<file path="src/rtl/mc_ctrl_pkg.sv">
// Shared definitions for the multi-cycle RV32I control unit: state encoding,
// opcodes, ALU operation codes, datapath select codes and per-state outputs.
package mc_ctrl_pkg;

  typedef enum logic [3:0] {
    S_RESET  = 4'd0,
    FETCH    = 4'd1,
    DECODE   = 4'd2,
    MEMADR   = 4'd3,
    MEMREAD  = 4'd4,
    MEMWB    = 4'd5,
    MEMWRITE = 4'd6,
    EXECR    = 4'd7,
    EXECI    = 4'd8,
    ALUWB    = 4'd9,
    BRANCH   = 4'd10,
    JAL      = 4'd11,
    TRAP     = 4'd12
  } state_t;

  localparam logic [6:0] OP_LOAD   = 7'b0000011;
  localparam logic [6:0] OP_STORE  = 7'b0100011;
  localparam logic [6:0] OP_R      = 7'b0110011;
  localparam logic [6:0] OP_IMM    = 7'b0010011;
  localparam logic [6:0] OP_BRANCH = 7'b1100011;
  localparam logic [6:0] OP_JAL    = 7'b1101111;

  localparam logic [3:0] ALU_ADD  = 4'b0000;
  localparam logic [3:0] ALU_SUB  = 4'b0001;
  localparam logic [3:0] ALU_AND  = 4'b0010;
  localparam logic [3:0] ALU_OR   = 4'b0011;
  localparam logic [3:0] ALU_XOR  = 4'b0100;
  localparam logic [3:0] ALU_SLT  = 4'b0101;
  localparam logic [3:0] ALU_SLL  = 4'b0110;
  localparam logic [3:0] ALU_SRL  = 4'b0111;
  localparam logic [3:0] ALU_SRA  = 4'b1000;
  localparam logic [3:0] ALU_SLTU = 4'b1001;

  localparam logic [1:0] ALUOP_ADD   = 2'b00;
  localparam logic [1:0] ALUOP_SUB   = 2'b01;
  localparam logic [1:0] ALUOP_FUNCT = 2'b10;

  localparam logic [1:0] SRCA_PC    = 2'b00;
  localparam logic [1:0] SRCA_OLDPC = 2'b01;
  localparam logic [1:0] SRCA_A     = 2'b10;

  localparam logic [1:0] SRCB_RS2  = 2'b00;
  localparam logic [1:0] SRCB_IMM  = 2'b01;
  localparam logic [1:0] SRCB_FOUR = 2'b10;

  localparam logic [1:0] RES_ALUOUT    = 2'b00;
  localparam logic [1:0] RES_DATA      = 2'b01;
  localparam logic [1:0] RES_ALURESULT = 2'b10;

  localparam logic [1:0] IMM_I = 2'b00;
  localparam logic [1:0] IMM_S = 2'b01;
  localparam logic [1:0] IMM_B = 2'b10;
  localparam logic [1:0] IMM_J = 2'b11;

  typedef struct packed {
    logic       pcWrite;
    logic       adrSrc;
    logic       memWrite;
    logic       irWrite;
    logic [1:0] aluSrcA;
    logic [1:0] aluSrcB;
    logic [1:0] resultSrc;
    logic       regWrite;
    logic [1:0] aluOp;
    logic       illegal;
  } ctrl_t;

  // Moore outputs of each state; the branch-taken PC enable is added outside.
  function automatic ctrl_t stateOutputs(state_t s);
    ctrl_t c;
    c = '0;
    case (s)
      FETCH: begin
        c.irWrite   = 1'b1;
        c.pcWrite   = 1'b1;
        c.aluSrcA   = SRCA_PC;
        c.aluSrcB   = SRCB_FOUR;
        c.resultSrc = RES_ALURESULT;
      end
      DECODE: begin
        c.aluSrcA = SRCA_OLDPC;
        c.aluSrcB = SRCB_IMM;
      end
      MEMADR: begin
        c.aluSrcA = SRCA_A;
        c.aluSrcB = SRCB_IMM;
      end
      MEMREAD:  c.adrSrc = 1'b1;
      MEMWB: begin
        c.resultSrc = RES_DATA;
        c.regWrite  = 1'b1;
      end
      MEMWRITE: begin
        c.adrSrc   = 1'b1;
        c.memWrite = 1'b1;
      end
      EXECR: begin
        c.aluSrcA = SRCA_A;
        c.aluSrcB = SRCB_RS2;
        c.aluOp   = ALUOP_FUNCT;
      end
      EXECI: begin
        c.aluSrcA = SRCA_A;
        c.aluSrcB = SRCB_IMM;
        c.aluOp   = ALUOP_FUNCT;
      end
      ALUWB:    c.regWrite = 1'b1;
      BRANCH: begin
        c.aluSrcA = SRCA_A;
        c.aluSrcB = SRCB_RS2;
        c.aluOp   = ALUOP_SUB;
      end
      JAL: begin
        c.pcWrite = 1'b1;
        c.aluSrcA = SRCA_OLDPC;
        c.aluSrcB = SRCB_FOUR;
      end
      TRAP:     c.illegal = 1'b1;
      default:  c = '0;
    endcase
    return c;
  endfunction

endpackage

</file>
<file path="src/rtl/mc_alu_decoder.sv">
// Combinational ALU decoder: turns the FSM's ALUop plus the instruction's
// funct fields into the 4-bit ALU operation code.
module mc_alu_decoder
  import mc_ctrl_pkg::*;
(
  input  logic [1:0] aluOp_i,
  input  logic [2:0] funct3_i,
  input  logic       funct7b5_i,
  input  logic       opb5_i,
  output logic [3:0] aluControl_o
);

  // Subtract only for R-type funct3=000 with funct7[5]; addi ignores bit 30.
  always_comb begin
    aluControl_o = ALU_ADD;
    case (aluOp_i)
      ALUOP_ADD: aluControl_o = ALU_ADD;
      ALUOP_SUB: aluControl_o = ALU_SUB;
      ALUOP_FUNCT: begin
        case (funct3_i)
          3'b000:  aluControl_o = (opb5_i && funct7b5_i) ? ALU_SUB : ALU_ADD;
          3'b001:  aluControl_o = ALU_SLL;
          3'b010:  aluControl_o = ALU_SLT;
          3'b011:  aluControl_o = ALU_SLTU;
          3'b100:  aluControl_o = ALU_XOR;
          3'b101:  aluControl_o = funct7b5_i ? ALU_SRA : ALU_SRL;
          3'b110:  aluControl_o = ALU_OR;
          default: aluControl_o = ALU_AND;
        endcase
      end
      default: aluControl_o = ALU_ADD;
    endcase
  end

endmodule

</file>
<file path="src/rtl/mc_control_unit.sv">
// Multi-cycle RV32I control unit: Moore FSM with registered datapath
// controls, sticky trap on unsupported opcodes or branch funct3.
module mc_control_unit
  import mc_ctrl_pkg::*;
#(
  parameter int ALUCTRL_W = 4
) (
  input  logic                 clk,
  input  logic                 reset,
  input  logic [31:0]          instr,
  input  logic                 zero1,
  output logic                 PCwrite,
  output logic                 Adrsrc,
  output logic                 Memwrite,
  output logic                 IRwrite,
  output logic [1:0]           ALUsrcA,
  output logic [1:0]           ALUsrcB,
  output logic [1:0]           Resultsrc,
  output logic [1:0]           immsrc,
  output logic                 Regwrite,
  output logic [ALUCTRL_W-1:0] ALUcontrol,
  output logic                 illegal,
  output logic [3:0]           state_dbg
);

  state_t     state_q, state_d;
  ctrl_t      ctrl_q, ctrl_d;
  logic [6:0] opcode;
  logic [2:0] funct3;
  logic       branchValid;
  logic       branchTake;
  logic [3:0] aluCtrl;
  logic       unusedInstrBits;

  assign opcode          = instr[6:0];
  assign funct3          = instr[14:12];
  assign branchValid     = (funct3[2:1] == 2'b00);
  assign unusedInstrBits = ^{instr[31], instr[29:15], instr[11:7]};

  always_comb begin
    state_d = state_q;
    case (state_q)
      S_RESET:  state_d = FETCH;
      FETCH:    state_d = DECODE;
      DECODE: begin
        case (opcode)
          OP_LOAD, OP_STORE: state_d = MEMADR;
          OP_R:              state_d = EXECR;
          OP_IMM:            state_d = EXECI;
          OP_BRANCH:         state_d = BRANCH;
          OP_JAL:            state_d = JAL;
          default:           state_d = TRAP;
        endcase
      end
      MEMADR:   state_d = (opcode == OP_STORE) ? MEMWRITE : MEMREAD;
      MEMREAD:  state_d = MEMWB;
      MEMWB:    state_d = FETCH;
      MEMWRITE: state_d = FETCH;
      EXECR:    state_d = ALUWB;
      EXECI:    state_d = ALUWB;
      ALUWB:    state_d = FETCH;
      BRANCH:   state_d = branchValid ? FETCH : TRAP;
      JAL:      state_d = ALUWB;
      TRAP:     state_d = TRAP;
      default:  state_d = S_RESET;
    endcase
  end

  // Outputs are precomputed for the state being entered so they change with the state register.
  assign ctrl_d = stateOutputs(state_d);

  always_ff @(posedge clk or posedge reset) begin
    if (reset) begin
      state_q <= S_RESET;
      ctrl_q  <= '0;
    end else begin
      state_q <= state_d;
      ctrl_q  <= ctrl_d;
    end
  end

  assign branchTake = (state_q == BRANCH) && branchValid && (zero1 ^ funct3[0]);

  always_comb begin
    case (opcode)
      OP_STORE:  immsrc = IMM_S;
      OP_BRANCH: immsrc = IMM_B;
      OP_JAL:    immsrc = IMM_J;
      default:   immsrc = IMM_I;
    endcase
  end

  mc_alu_decoder u_alu_decoder (
    .aluOp_i      (ctrl_q.aluOp),
    .funct3_i     (funct3),
    .funct7b5_i   (instr[30]),
    .opb5_i       (opcode[5]),
    .aluControl_o (aluCtrl)
  );

  assign PCwrite    = ctrl_q.pcWrite | branchTake;
  assign Adrsrc     = ctrl_q.adrSrc;
  assign Memwrite   = ctrl_q.memWrite;
  assign IRwrite    = ctrl_q.irWrite;
  assign ALUsrcA    = ctrl_q.aluSrcA;
  assign ALUsrcB    = ctrl_q.aluSrcB;
  assign Resultsrc  = ctrl_q.resultSrc;
  assign Regwrite   = ctrl_q.regWrite;
  assign ALUcontrol = aluCtrl;
  assign illegal    = ctrl_q.illegal;
  assign state_dbg  = state_q;

endmodule

</file>
<file path="config.mk">
export PLATFORM = sky130hd
export DESIGN_NAME = mc_control_unit
export DESIGN_NICKNAME = d
export VERILOG_FILES = /design/src/rtl/mc_ctrl_pkg.sv /design/src/rtl/mc_alu_decoder.sv /design/src/rtl/mc_control_unit.sv
export SDC_FILE = /design/constraint.sdc
export NUM_CORES = 1
export LEC_CHECK = 0
export ABC_AREA = 1
export BUFFER_PORTS_ARGS = -buffer_cell sky130_fd_sc_hd__buf_4
export CAP_MARGIN = 20
export CORE_ASPECT_RATIO = 0.7
export CORE_UTILIZATION = 45
export DETAILED_ROUTE_END_ITERATION = 10
export GPL_ROUTABILITY_DRIVEN = 0
export PLACE_DENSITY = 0.76
export SYNTH_ARGS = -nofsm -noshare
export SYNTH_HDL_FRONTEND = slang
export SYNTH_HIERARCHICAL = 1
export SYNTH_SLANG_ARGS = --single-unit
export TNS_END_PERCENT = 30
</file>
<file path="constraint.sdc">
create_clock -name clk -period 2.7 [get_ports clk]
set_input_delay 0.54 -clock clk [delete_from_list [all_inputs] [get_ports clk]]
set_output_delay 0.54 -clock clk [all_outputs]
set_load 0.1 [all_outputs]
</file>
### Yosys cells after proc, flatten, opt, wreduce, memory -nomap -nowiden

Cells that the tools add are included.

* flip-flop bits (word level): 18
* input port bits: 35
* output and inout bits: 22
* word-level logic and storage cells: 84

* equality and inequality tests: 38
* multiplexer cells: 18
* bitwise logic cells: 2
* reductions and logical operators: 15

Operators with widths (count)
* 4-bit == test (second input constant): 10
* 4-bit one-hot mux with 5 select lines: 2
* 4-bit by 3-bit == test with 1-bit output (second input constant): 8
* 4-bit one-hot mux with 8 select lines: 1
* 4-bit one-hot mux with 7 select lines: 1
* 4-bit by 2-bit == test with 1-bit output (second input constant): 4
* 7-bit by 6-bit == test with 1-bit output (second input constant): 2
* 7-bit == test (second input constant): 2
* 2-bit OR reduction: 7
* 3-bit == test (second input constant): 3
* 4-bit by 1-bit == test with 1-bit output (second input constant): 2
* 4-bit 2-to-1 mux: 2
* 2-bit one-hot mux with 2 select lines: 2
* 4-bit one-hot mux with 2 select lines: 1
* 7-bit by 2-bit == test with 1-bit output (second input constant): 1
* 7-bit by 5-bit == test with 1-bit output (second input constant): 1
* 1-bit 2-to-1 mux: 7
* 3-bit by 2-bit == test with 1-bit output (second input constant): 2
* 2-bit one-hot mux with 3 select lines: 1
* 4-bit logical NOT: 1
* 4-bit OR reduction: 1
* 3-bit by 1-bit == test with 1-bit output (second input constant): 1
* 1-bit logical AND: 3
* 3-bit logical NOT: 1
* 7 further kinds: 7

### Depth between registers and ports, before layout

Gate-level depths: netlist (run 1).

* depth in word-level cells: 7
* gate-level depth with buffers: 13
* depth with buffers taken out: 13

### Modules after synthesis

Netlist (run 1), hierarchy kept.

By module, submodules not included
* mc_control_unit: times used 1, cells an instance 140, area each 1044.8 um2, sequential area each 450.4 um2
* mc_alu_decoder: times used 1, cells an instance 37, area each 188.9 um2, sequential area each 0.0 um2

### Worst setup path after synthesis (run 1)

Ideal clock, no wire load.

* path kind: reg-to-output
* from: register state_q[3], in the netlist state_dbg[3]
* to: output port PCwrite
* arrival time: 3703 ps
* required time: 2160 ps
* slack: -1543 ps
* cell stages (with the launch flop): 5
* buffers on the path: 0
* cell sequence: dfrtp_1 > inv_1 > nor2_2 > nand3_1 > o31ai_1

* longest elaborated chain between the ends: 4

Ends and longest elaborated chain
* start, declared: RTL line mc_control_unit.sv:26 `state_t state_q, state_d;`
* start signal, assigned: RTL line mc_control_unit.sv:77 `state_q <= state_d;`
* 4-bit == test: RTL line mc_control_unit.sv:82 `assign branchTake = (state_q == BRANCH) && branchValid && (zero1 ^ funct3[0]);`
* 1-bit logical AND (2 in a row): RTL line mc_control_unit.sv:82
* 1-bit OR: RTL line mc_control_unit.sv:101 `assign PCwrite = ctrl_q.pcWrite | branchTake;`
* end, declared: RTL line mc_control_unit.sv:12 `output logic PCwrite,`

No other way between the ends.

### Worst setup path in the final report (run 1)

* from: register state_q[0], in the netlist state_dbg[0]
* to: output port PCwrite

Same word-level chain as after synthesis.

==> results of run 1 <==
## worst max path at each step
stage                         end  cells after the start
CTS                       PCwrite                      4
detailed placement        PCwrite                      5
finish                    PCwrite                      4
global route              PCwrite                      4
floorplan           ALUcontrol[2]                      5
global placement          PCwrite                      5
## state kept, by name, indices dropped and copies added (netlist names)
| signal | count |
|---|---|
| state_dbg | 4 |
| ctrl_q | 3 |
| ALUsrcA | 2 |
| ALUsrcB | 2 |
| Resultsrc | 2 |
| Adrsrc | 1 |
| IRwrite | 1 |
| Memwrite | 1 |
| Regwrite | 1 |
| illegal | 1 |
## kinds of logic (layout without fill, tap and decap cells)
kind of cell    count (synthesis)  after routing  share of synthesized area
compound gates                 11             11                     0.0517
fa+ha+maj                       2              2                     0.0203
buf+inv                        42             75                      0.146
flops                          18             18                      0.365
simple gates                  104            104                      0.417
## stage by stage
stage	hold WS (ns)	setup WS (ns)	TNS, ns
4_1_cts	0.392	0.421	0
3_3_place_gp	0.660	0.602	0
5_1_grt	0.441	0.386	0
6_report	0.378	0.440	0
2_1_floorplan	0.478	-0.123	-0.246
3_5_place_dp	0.677	0.608	0
## synth_stat cells
cell / instances / share of area
nor2_1: 22 / 0.067
nand3_2: 5 / 0.041
nand4_2: 1 / 0.010
a21boi_2: 1 / 0.0091
dfrtp_1: 18 / 0.37
inv_2: 5 / 0.015
o31ai_1: 1 / 0.0061
nor2_4: 2 / 0.018
buf_4: 6 / 0.037
nor3_4: 1 / 0.013
o21ai_0: 5 / 0.020
inv_1: 31 / 0.094
nand2_1: 44 / 0.13
a21oi_1: 4 / 0.016
nand2_2: 4 / 0.020
nor2_2: 7 / 0.035
nor3b_1: 1 / 0.0061
ha_1: 2 / 0.020
nand4_1: 2 / 0.010
or2_1: 1 / 0.0051
nand3_1: 14 / 0.057
## layout make-up
cell class                      count  area share
Inverter                           36      0.0863
Timing Repair Buffer               35       0.168
Clock buffer                        4      0.0352
Sequential cell                    18       0.289
Tap cell                           34      0.0272
Multi-Input combinational cell    117       0.394
## power breakdown
group | switching (W) | total (W) | internal, W | leakage (nW)
Clock | 0.0000884 | 0.000218 | 0.000130 | 0.0288
Combinational | 0.00103 | 0.00133 | 0.000303 | 0.652
Sequential | 0.0000763 | 0.000445 | 0.000369 | 0.234
## routing by layer
metal	track usage	vias to the layer above
met5	0	-
met4	0.0800	0
met3	0.0625	5
met2	0.339	41
met1	0.234	519
li1	-	598
==> results.yml, run 1 <==
routing:
  drt_first_pass_iters: 4
  drt-initial-drc-count: 85
  wl_met2_mm: 1.26
  drtAntennaViolNets: 0
  wl_met3_um: 158
  finalWirelength_mm: 2.69
  routed-via-count: 1163
  drt-vias-per-instance: 4.77
  top_layer: "met4"
  drc_errors: 0
  wl_per_cell_um: 11.0
  wl_met1_mm: 1.23
clock_network:
  cts_buffers: 3
  clk_pin_slew_ns: 0.06
  clock_latency_ns: 0.26
  cts_buffer_depth: 2
  clock_sinks: 18
  cts-resized-gates: 0
  clock-root-buffer: "clkbuf_8"
  cts_tree: "yes"
  cts_setup_buffers: 0
  ctsHoldBuffers: 0
  htree_num_levels: 1
synthesis:
  syn_area_mm2: 0.00123
  synth_seq_area_share: 0.365
  ys_ff_latch: 18
  netlist_instances: 177
  synth_fp_nets: 214
  synth.avg_cell_area_um2: 6.97
  synth_cell_types: 21
  ys_warn_count: 6
power_and_ir_drop:
  power_leakage_nw: 0.914
  power_w: 0.00199
  vdd_drop_max_mv: 0.676
  power_density_mw_per_mm2: 1270
die:
  fp-row-count: 15
  io_pins: 57
  core_mm2: 0.00253
  die_height_um: 45.8
  dieWidth_um: 64.6
  die_area_mm2: 0.00296
  initial_core_util: 0.487
worst_setup_path:
  crit_buf_inv: 1
  start_kind: "register"
  cp-end-kind: "output port"
  ff2ff_path_depth: 10
  reg2reg_from: "state_dbg[0]"
  r2r_slack_ns: 1.02
  cpLargestDelayFamily: "flip-flops"
  startpoint: "state_dbg[0]"
  path_cells: "nor2_4, nand3_1, o31ai_4, buf_4"
  r2r-end: "ALUsrcB[0]"
  critPathMaxFanout: 7
  critPathArrivalTime_ns: 1.72
  worst_path_largest_cell_delay_ns: 0.49
  criticalPathCategory: "register to output port"
  worstPathRequired_ns: 2.16
  cpMaxStageDelayCell: "dfrtp_1"
timing:
  finalCritPeriodShare: 0.837
  period_needed_ns: 2.26
  worstMarginPinSlew_ns: 0.662
  fmax_mhz: 443
  skew_ns: 0.00334
  rsz0062_at_grt: "false"
  finalSetupViolations: 0
  relSlewSlack: 0.558
  finalMaxSlewViolations: 0
  hold_viol: 0
finish:
  final_cell_mix: "nand2_1, buf_4, inv_1"
  design_area_mm2: 0.00157
  fin_nets: 248
  n_antenna_cell: 0
  multi_input_area_um2: 617
  final_common_cell: "nand2_1"
  drive_gt1_frac: 0.324
  fillers: 237
  area_delta_synth_final_pct: 26.9
  final_core_util: 0.618
  seqCellArea_um2: 453
  finalNonFillerCells: 244
placement:
  dpl.hpwl_mm: 2.19
  place_area_mm2: 0.00151
  place_inst: 240
  numPortBuffers: 35
global_route:
  antenna_found_initial: 0
  grtUsageTotal: 0.197
  grt_overflow: 0
  grt_pass1_vias: 992
  grt_pass1_wl_mm: 4.20
  grt_max_degree: 19
min_path:
  hold_class: "input pin to async pin"
run:
  drv_cap: 0
status:
  outcome: "finished clean"
(Power assumes the default switching activity.)
==> run 2, diff against run 1 <==
- clock period: 2.7 -> 2.3 ns (I/O delays scaled with it)
==> run 2 against run 1 <==
  * Worst setup slack worse by 0.29 ns
  * First-iteration DRC count up 36%
  * Power rose by 17%
  * Clock-buffer cell count stayed put
  * Die area stayed put
  * Final cell count did not move
  * Global-route usage increased by 0.056 points
  * Clock skew down 0.0018 ns
  * Flip-flop and latch count unchanged
  * Register-to-register slack got worse by 0.41 ns
  * Critical path type unchanged
  * Sequential share of layout area unchanged
==> results.yml, run 2 (same netlist as run 1, synthesis figures left out) <==
global_route:
  grt_overflow: 0
  grt_max_degree: 19
  grt_pass1_wl_mm: 4.33
  antenna_found_initial: 0
  grtUsageTotal: 0.198
  grt_pass1_vias: 1018
die:
  initial_core_util: 0.487
  dieWidth_um: 64.6
  die_height_um: 45.8
  fp-row-count: 15
  io_pins: 57
  core_mm2: 0.00253
  die_area_mm2: 0.00296
timing:
  fmax_mhz: 464
  finalCritPeriodShare: 0.937
  rsz0062_at_grt: "false"
  finalMaxSlewViolations: 0
  worstMarginPinSlew_ns: 0.659
  tns_ns: 0
  hold_ws_ns: 0.305
  period_needed_ns: 2.15
  hold_viol: 0
  skew_ns: 0.00152
  relSlewSlack: 0.560
  finalSetupViolations: 0
routing:
  drt-initial-drc-count: 116
  drtAntennaViolNets: 0
  drt_first_pass_iters: 5
  finalWirelength_mm: 2.74
  wl_per_cell_um: 11.2
  drc_errors: 0
  routed-via-count: 1166
  drt-vias-per-instance: 4.78
placement:
  dpl.hpwl_mm: 2.17
  numPortBuffers: 35
  place_area_mm2: 0.00151
clock_network:
  clock_latency_ns: 0.25
  clock_sinks: 18
  cts_buffer_depth: 2
  clock-root-buffer: "clkbuf_8"
  clk_pin_slew_ns: 0.06
  cts_tree: "yes"
  ctsHoldBuffers: 0
  htree_num_levels: 1
  cts_buffers: 3
  cts_setup_buffers: 0
  cts-resized-gates: 0
power_and_ir_drop:
  power_density_mw_per_mm2: 1490
  power_leakage_nw: 0.914
  vdd_drop_max_mv: 0.792
worst_setup_path:
  r2r-end: "ALUsrcB[0]"
  worstPathRequired_ns: 1.84
  ff2ff_path_depth: 10
  start_kind: "register"
  criticalPathCategory: "register to output port"
  startpoint: "state_dbg[0]"
  critPathMaxFanout: 7
  cp-end-kind: "output port"
  r2r_slack_ns: 0.61
  critPathArrivalTime_ns: 1.69
  reg2reg_from: "state_dbg[0]"
finish:
  n_antenna_cell: 0
  multi_input_area_um2: 617
  final_common_cell: "nand2_1"
  area_delta_synth_final_pct: 26.9
  largest_register_ffs: 4
  drive_gt1_frac: 0.324
  final_cell_mix: "nand2_1, buf_4, inv_1"
  fin_nets: 248
  design_area_mm2: 0.00157
  seqCellArea_um2: 453
  fillers: 236
status:
  outcome: "finished clean"
min_path:
  hold_class: "input pin to async pin"
run:
  drv_cap: 0
[run 2: cell counts in the layout (fill, tap and decap cells not counted)]
No cell type changed its count.
[run 2: layout make-up]
cell class	instances	share of cell area
Inverter	36	0.0863
Tap cell	34	0.0272
Clock buffer	4	0.0352
Sequential cell	18	0.289
Multi-Input combinational cell	117	0.394
Timing Repair Buffer	35	0.168
[run 2: power breakdown]
part / total [W] / internal, W / switching (W)
Sequential: 0.000523 / 0.000433 / 0.0000901
Clock: 0.000248 / 0.000152 / 0.0000964
Combinational: 0.00157 / 0.000355 / 0.00121
[run 2: worst max-delay path: stages (launching register included)]
cell,delay [ns]
dfrtp_1,0.49
nor2_4,0.19
nand3_1,0.18
o31ai_4,0.27
buf_4,0.32
[run 2: worst max-delay path by stage]
stage                         end  slack, ns
floorplan           ALUcontrol[2]      -0.44
global placement          PCwrite       0.36
detailed placement        PCwrite       0.37
CTS                       PCwrite       0.12
global route              PCwrite       0.07
finish                    PCwrite       0.15
[run 2: layer usage]
metal / track usage / share of wire
met5: 0 / 0
met1: 0.239 / 0.44
met3: 0.0625 / 0.082
met4: 0.0267 / 0.0033
met2: 0.360 / 0.47
[run 2: per-stage QoR]
stage	utilization	instances	total power [W]	worst slack (ns)
3_5_place_dp	0.596	240	0.00208	0.373
6_report	0.618	244	0.00234	0.146
5_1_grt	0.618	244	0.00247	0.0741
2_1_floorplan	-	177	0.00182	-0.443
3_3_place_gp	0.596	240	0.00206	0.363
4_1_cts	0.618	244	0.00234	0.124
